**src/rtl/pc_redirect_ctrl_pkg.sv**
```systemverilog
// Shared types for the PC redirect control path: PC select encoding,
// redirect FSM states and the machine word.
package cpu_types_pkg;

  typedef logic [31:0] word_t;

  typedef enum logic [1:0] {
    PC_SEQ      = 2'b00,
    PC_REDIRECT = 2'b01,
    PC_HOLD     = 2'b10
  } pcselect_t;

  typedef enum logic [1:0] {
    IDLE,
    PENDING,
    HALTED
  } redir_state_t;

endpackage

```
**src/rtl/pc_redirect_ctrl_if.sv**
```systemverilog
// PC port bundle: the controller side drives select/target, the PC side
// returns the current fetch address.
interface pc_if;
  import cpu_types_pkg::*;

  pcselect_t pc_select;
  word_t     jump_data;
  word_t     imem_addr;

  modport pcctrl (output pc_select, jump_data, input imem_addr);
  modport pc     (input pc_select, jump_data, output imem_addr);

endinterface

```
**src/rtl/pc_redirect_ctrl_branch_target_calc.sv**
```systemverilog
// Resolves whether the EX-stage control transfer is taken and where it goes.
// When more than one of jr/j/br is set, jr wins over j, which wins over br.
module branch_target_calc
  import cpu_types_pkg::*;
(
  input  logic        ex_valid,
  input  logic        ex_br,
  input  logic        ex_bne,
  input  logic        ex_zero,
  input  logic        ex_j,
  input  logic        ex_jr,
  input  word_t       ex_pcplus4,
  input  logic [15:0] ex_imm,
  input  logic [25:0] ex_jaddr,
  input  word_t       ex_rsdata,
  output logic        taken,
  output word_t       target
);

  word_t br_offset;

  // Word offset to byte offset; the add wraps silently at 2^32.
  assign br_offset = {{14{ex_imm[15]}}, ex_imm, 2'b00};

  assign taken = ex_valid & (ex_jr | ex_j | (ex_br & (ex_zero ^ ex_bne)));

  always_comb begin
    target = ex_pcplus4 + br_offset;
    if (ex_jr) begin
      target = ex_rsdata;
    end else if (ex_j) begin
      target = {ex_pcplus4[31:28], ex_jaddr, 2'b00};
    end
  end

endmodule

```
**src/rtl/pc_redirect_ctrl.sv**
```systemverilog
// Predict-not-taken redirect controller: resolves EX control transfers, holds a
// target until the PC accepts it, flushes, stalls EX, and counts redirects.
module pc_redirect_ctrl
  import cpu_types_pkg::*;
#(
  parameter int CNT_W = 32
) (
  input  logic             CLK,
  input  logic             RST,
  input  logic             pc_advance,
  input  logic             halt,
  input  logic             ex_valid,
  input  logic             ex_br,
  input  logic             ex_bne,
  input  logic             ex_zero,
  input  logic             ex_j,
  input  logic             ex_jr,
  input  word_t            ex_pcplus4,
  input  logic [15:0]      ex_imm,
  input  logic [25:0]      ex_jaddr,
  input  word_t            ex_rsdata,
  pc_if.pcctrl             pc_bus,
  output logic             flush,
  output logic             redirect_busy,
  output logic [CNT_W-1:0] redirect_count
);

  redir_state_t state_q, state_d;
  word_t        target_q;
  word_t        target;
  logic         taken;
  logic         count_inc;

  branch_target_calc u_calc (
    .ex_valid   (ex_valid),
    .ex_br      (ex_br),
    .ex_bne     (ex_bne),
    .ex_zero    (ex_zero),
    .ex_j       (ex_j),
    .ex_jr      (ex_jr),
    .ex_pcplus4 (ex_pcplus4),
    .ex_imm     (ex_imm),
    .ex_jaddr   (ex_jaddr),
    .ex_rsdata  (ex_rsdata),
    .taken      (taken),
    .target     (target)
  );

  always_ff @(posedge CLK) begin
    if (RST) begin
      state_q        <= IDLE;
      target_q       <= '0;
      redirect_count <= '0;
    end else begin
      state_q <= state_d;
      if (halt) begin
        target_q <= '0;
      end else if (state_q == IDLE && taken && !pc_advance) begin
        target_q <= target;
      end
      if (count_inc) begin
        redirect_count <= redirect_count + CNT_W'(1);
      end
    end
  end

  always_comb begin
    state_d = state_q;
    if (halt) begin
      state_d = HALTED;
    end else begin
      case (state_q)
        IDLE:    if (taken && !pc_advance) state_d = PENDING;
        PENDING: if (pc_advance) state_d = IDLE;
        HALTED:  state_d = HALTED;
        default: state_d = IDLE;
      endcase
    end
  end

  // A retiring halt freezes the PC in its own cycle and cancels any redirect.
  always_comb begin
    pc_bus.pc_select = PC_HOLD;
    pc_bus.jump_data = '0;
    flush            = 1'b0;
    redirect_busy    = 1'b0;
    count_inc        = 1'b0;
    if (!RST && !halt) begin
      case (state_q)
        IDLE: begin
          if (taken && pc_advance) begin
            pc_bus.pc_select = PC_REDIRECT;
            pc_bus.jump_data = target;
            flush            = 1'b1;
            count_inc        = 1'b1;
          end else if (!taken) begin
            pc_bus.pc_select = PC_SEQ;
          end
        end
        PENDING: begin
          pc_bus.pc_select = PC_REDIRECT;
          pc_bus.jump_data = target_q;
          redirect_busy    = 1'b1;
          flush            = pc_advance;
          count_inc        = pc_advance;
        end
        default: ;
      endcase
    end
  end

endmodule

```
**src/flat_wrapper.sv**
```systemverilog
// flat-port wrapper written by rule: the top's interface ports become plain ports
module pc_redirect_ctrl_flat import cpu_types_pkg::*;
#(
  parameter int CNT_W = 32
)
  (CLK, RST, pc_advance, halt, ex_valid, ex_br, ex_bne, ex_zero, ex_j, ex_jr, ex_pcplus4, ex_imm, ex_jaddr, ex_rsdata, flush, redirect_busy, redirect_count, pc_bus_pc_select, pc_bus_jump_data, pc_bus_imem_addr);
  pc_if pc_bus_i ();
  input  logic CLK;
  input  logic RST;
  input  logic pc_advance;
  input  logic halt;
  input  logic ex_valid;
  input  logic ex_br;
  input  logic ex_bne;
  input  logic ex_zero;
  input  logic ex_j;
  input  logic ex_jr;
  input  word_t ex_pcplus4;
  input  logic [15:0] ex_imm;
  input  logic [25:0] ex_jaddr;
  input  word_t ex_rsdata;
  output logic flush;
  output logic redirect_busy;
  output logic [CNT_W-1:0] redirect_count;
  output wire logic [$bits(pc_bus_i.pc_select)-1:0] pc_bus_pc_select;
  output wire logic [$bits(pc_bus_i.jump_data)-1:0] pc_bus_jump_data;
  input wire logic [$bits(pc_bus_i.imem_addr)-1:0] pc_bus_imem_addr;
  assign pc_bus_pc_select = pc_bus_i.pc_select;
  assign pc_bus_jump_data = pc_bus_i.jump_data;
  assign pc_bus_i.imem_addr = pc_bus_imem_addr;
  pc_redirect_ctrl #(.CNT_W(CNT_W)) u_core (.CLK(CLK), .RST(RST), .pc_advance(pc_advance), .halt(halt), .ex_valid(ex_valid), .ex_br(ex_br), .ex_bne(ex_bne), .ex_zero(ex_zero), .ex_j(ex_j), .ex_jr(ex_jr), .ex_pcplus4(ex_pcplus4), .ex_imm(ex_imm), .ex_jaddr(ex_jaddr), .ex_rsdata(ex_rsdata), .pc_bus(pc_bus_i), .flush(flush), .redirect_busy(redirect_busy), .redirect_count(redirect_count));
endmodule
```
**config.mk**
```make
export PLATFORM = sky130hd
export DESIGN_NAME = pc_redirect_ctrl_flat
export DESIGN_NICKNAME = d
export VERILOG_FILES = /design/src/rtl/pc_redirect_ctrl_pkg.sv /design/src/rtl/pc_redirect_ctrl_if.sv /design/src/rtl/pc_redirect_ctrl_branch_target_calc.sv /design/src/rtl/pc_redirect_ctrl.sv /design/src/flat_wrapper.sv
export SDC_FILE = /design/constraint.sdc
export NUM_CORES = 1
export LEC_CHECK = 0
export ABC_AREA = 1
export CORE_AREA = 3 3 146 112
export CTS_CLUSTER_SIZE = 25
export DETAILED_ROUTE_END_ITERATION = 10
export DIE_AREA = 0 0 149 115
export PLACE_DENSITY = 0.78
export SYNTH_ARGS = -nofsm -noshare
export SYNTH_HDL_FRONTEND = slang
export SYNTH_HIERARCHICAL = 1
export SYNTH_SLANG_ARGS = --single-unit
```
**constraint.sdc**
```tcl
create_clock -name CLK -period 3.15 [get_ports CLK]
set_input_delay 0.7875 -clock CLK [delete_from_list [all_inputs] [get_ports CLK]]
set_output_delay 0.7875 -clock CLK [all_outputs]
set_load 0.05 [all_outputs]
```
==> metrics <==
Post-Layout Cell Count=~1700; Cell Area, Placed=9700 um2; nets=around 1600; Gate Count Post-Synth=1171; # clock sinks=66; Die Wd=149 um; GP Congestion=around 1.0; most frequent cell after synthesis=nand2_1; critical path class=in2out; Largest stage delay, worst path=between 0.4 and 0.5 ns; Synth area leader=nand2_1; core footprint=about 15000 um2; Core Rows=39; endpoint class of the critical path=output port; placed insts=between 1500 and 2000; # DRC=0; WP data required=2.36 ns; Clock Pin Slew Worst Setup and Hold Paths=0.05 ns; largest net degree at the start of global routing=34; Skew-Pair Late Insertion Delay=around 0.33 ns; drt total wl=approximately 32000 um; Most used DFF post-synth=dfxtp_1; height of the die=~120 um; Syn. warnings=6; final-layout fill cell count=899; ratio of cells with drive above 1 in the final layout=39.6%; vias in the first global route=between 8000 and 9000; synthesized area per cell=between 5 and 6 um2; Pre-antenna DRT Iters=9; status=complete, but fails checks; Setup violations, final=32; Synthesized Nets=1350; Synth top area share=~22%; Crit Path Max Fanout=4; CTS Buf Count=9; antenna fix cells=0; area of the multi-input gates=6200 um2; initial antenna violation count=1; Ports=approximately 220; Final Cycle Share=115%; Syn-to-layout area delta=86.5%; Leakage=between 0.005 and 0.006 uW; #FFs+latches synth=66; GR peak layer=met2; Hold WC Path Type=reg2reg; DRT antenna net count=0; grt ovf=0; DP HPWL=approximately 19000 um; die area=~17000 um2; Slew @ Worst Pin=around 0.56 ns; synth top area cells=nand2_1 22%, dfxtp_1 21%, nor2_1 12%; final hold vios=0; Post-synth top cells=376 x nand2_1, 214 x nor2_1, 150 x inv_1; Rel. slew slack=62.9%; Starting Density=approximately 43%; CTS root buf=clkbuf_16; delay-heaviest family, CP=adder cells; grt met1 use=roughly 42%; Post-synth EDFFs=0; input/output buffers=~180; CTS Hold Bufs=0; total power=around 3400 uW; asr flop ratio synth=0%; CTS H-tree depth=3; RSZ-0062 raised after global routing=true; WL per Instance=slightly below 20 um; fmax=around 0.28 GHz; Worst EP arrival=~2.8 ns; Syn Std Cell Area=6440 um2; CTS tree=done; Crit-path slowest cell=fa_2; setup_tns=-9.82 ns; final core occ=roughly 79%; GRT Util Overall=approximately a third; Power Density=285 nW/um2; via/cell ratio=between 5 and 6; failing checks=negative setup slack; Max-Cap Viols=0; fin crit period=roughly 3.6 ns; Seq/Total Area, Yosys=approximately a fifth; via count=9524; clk buf depth=2; M3 GR Usage=7.41%; Initial DRC Count=roughly 1100; final worst setup slack=-0.482 ns; synth unique cells=35; worst clock skew=around 0.0043 ns; first-pass GRT wire length=roughly 45000 um; Peak VDD IR=between 0.2 and 0.25 mV; critical path cell sequence=buf_8 > ha_4 > fa_2 > nand3_2 > nand3_4 > buf_4 > buf_6 > xor2_1 > nand2_1 > a21oi_2 > a22oi_1 > nor2_2 > buf_12; CP bufs+invs=4; register area=~1300 um2; M2 GR Usage=between 50% and 60%; Slew Limit Fails=0; CP Launch Type=input pin; Final Instance Area=between 10000 and 15000 um2
## state kept, by name, summed over array words and instances (netlist names)
register and flops:
u_core/redirect_count 32, u_core/state_q 2, u_core/target_q 32
## per-layer routing
| metal | vias to the layer above | wire length [um] |
|---|---|---|
| li1 | 4261 | - |
| met1 | 4359 | 12000 |
| met2 | 696 | 14500 |
| met3 | 206 | 3380 |
| met4 | 2 | 2150 |
| met5 | - | 13 |
## path summary, 6_finish.rpt
path | end | depth (start not counted) | slack, ns | startpoint
setup / recovery | pc_bus_jump_data[6] | 13 | -0.48 | ex_pcplus4[2]
hold reg to reg | u_core/target_q[2] | 2 | 0.49 | u_core/target_q[2]
hold / removal | u_core/target_q[2] | 2 | 0.49 | u_core/target_q[2]
setup reg to reg | u_core/redirect_count[5] | 10 | 0.95 | u_core/state_q[0]
## per-stage QoR
| step | setup slack [ns] | hold slack (ns) |
|---|---|---|
| 2_1_floorplan | -0.0536 | 0.455 |
| 3_3_place_gp | -0.836 | 0.463 |
| 3_5_place_dp | -0.883 | 0.472 |
| 4_1_cts | -0.334 | 0.485 |
| 5_1_grt | -0.582 | 0.510 |
| 6_report | -0.482 | 0.485 |
## cell families after synthesis
kind of cell | count (synthesis) | share of synthesized area [%]
simple gates | 722 | 46.4
buf+inv | 188 | 11.6
compound gates | 150 | 13.4
flops | 66 | 20.5
fa+ha+maj | 31 | 6.14
xor+xnor | 14 | 1.90
## worst min-delay path: stages, from the launching register on
cell     delay, ns
dfxtp_1       0.32
nor2_1        0.05
nor2_1        0.08
## area by class of cell
| type | count | area share (%) |
|---|---|---|
| Clock buffer | 14 | 2.28 |
| Inverter | 152 | 4.88 |
| Timing Repair Buffer | 307 | 27.9 |
| Multi-Input combinational cell | 917 | 51.7 |
| Tap cell | 205 | 2.14 |
| Clock inverter | 2 | 0.0834 |
| Sequential cell | 66 | 11.0 |
## power by group
part	switching (uW)	leakage [uW]	total, uW	internal [uW]
combinational	887	0.00451	1590	707
clock	369	0.000143	964	595
sequential	12.1	0.000534	861	849
total	1270	0.00518	3420	2150
## placed cells by master (no fill, tap or decap), drive strengths merged, types with 3 or more instances in the layout
| cell type | count |
|---|---|
| buf | 190 |
| clkbuf | 16 |
| and2 | 5 |
| o21bai | 4 |
| a22oi | 32 |
| ha | 30 |
| o21ai | 59 |
| dlygate4sd2 | 13 |
| nand3 | 83 |
| a21o | 3 |
| xnor2 | 8 |
| clkdlybuf4s15 | 5 |
| and3 | 4 |
| xor2 | 6 |
| nand4 | 9 |
| nor3 | 7 |
| inv | 151 |
| nor2 | 231 |
| clkdlybuf4s50 | 97 |
| clkinv | 3 |
| nand2 | 381 |
| dfxtp | 66 |
| a21oi | 46 |
## repair_timing
| action | CTS | global route |
|---|---|---|
| gates cloned | 3 | 0 |
| pin swaps | 170 | 146 |
| endpoints found under the setup margin | 33 | 33 |
| hold endpoints to repair | 0 | 0 |
| gates resized for setup | 469 | 136 |
| setup buffers | 25 | 19 |
No activity file was read; power rests on OpenSTA's default activity.
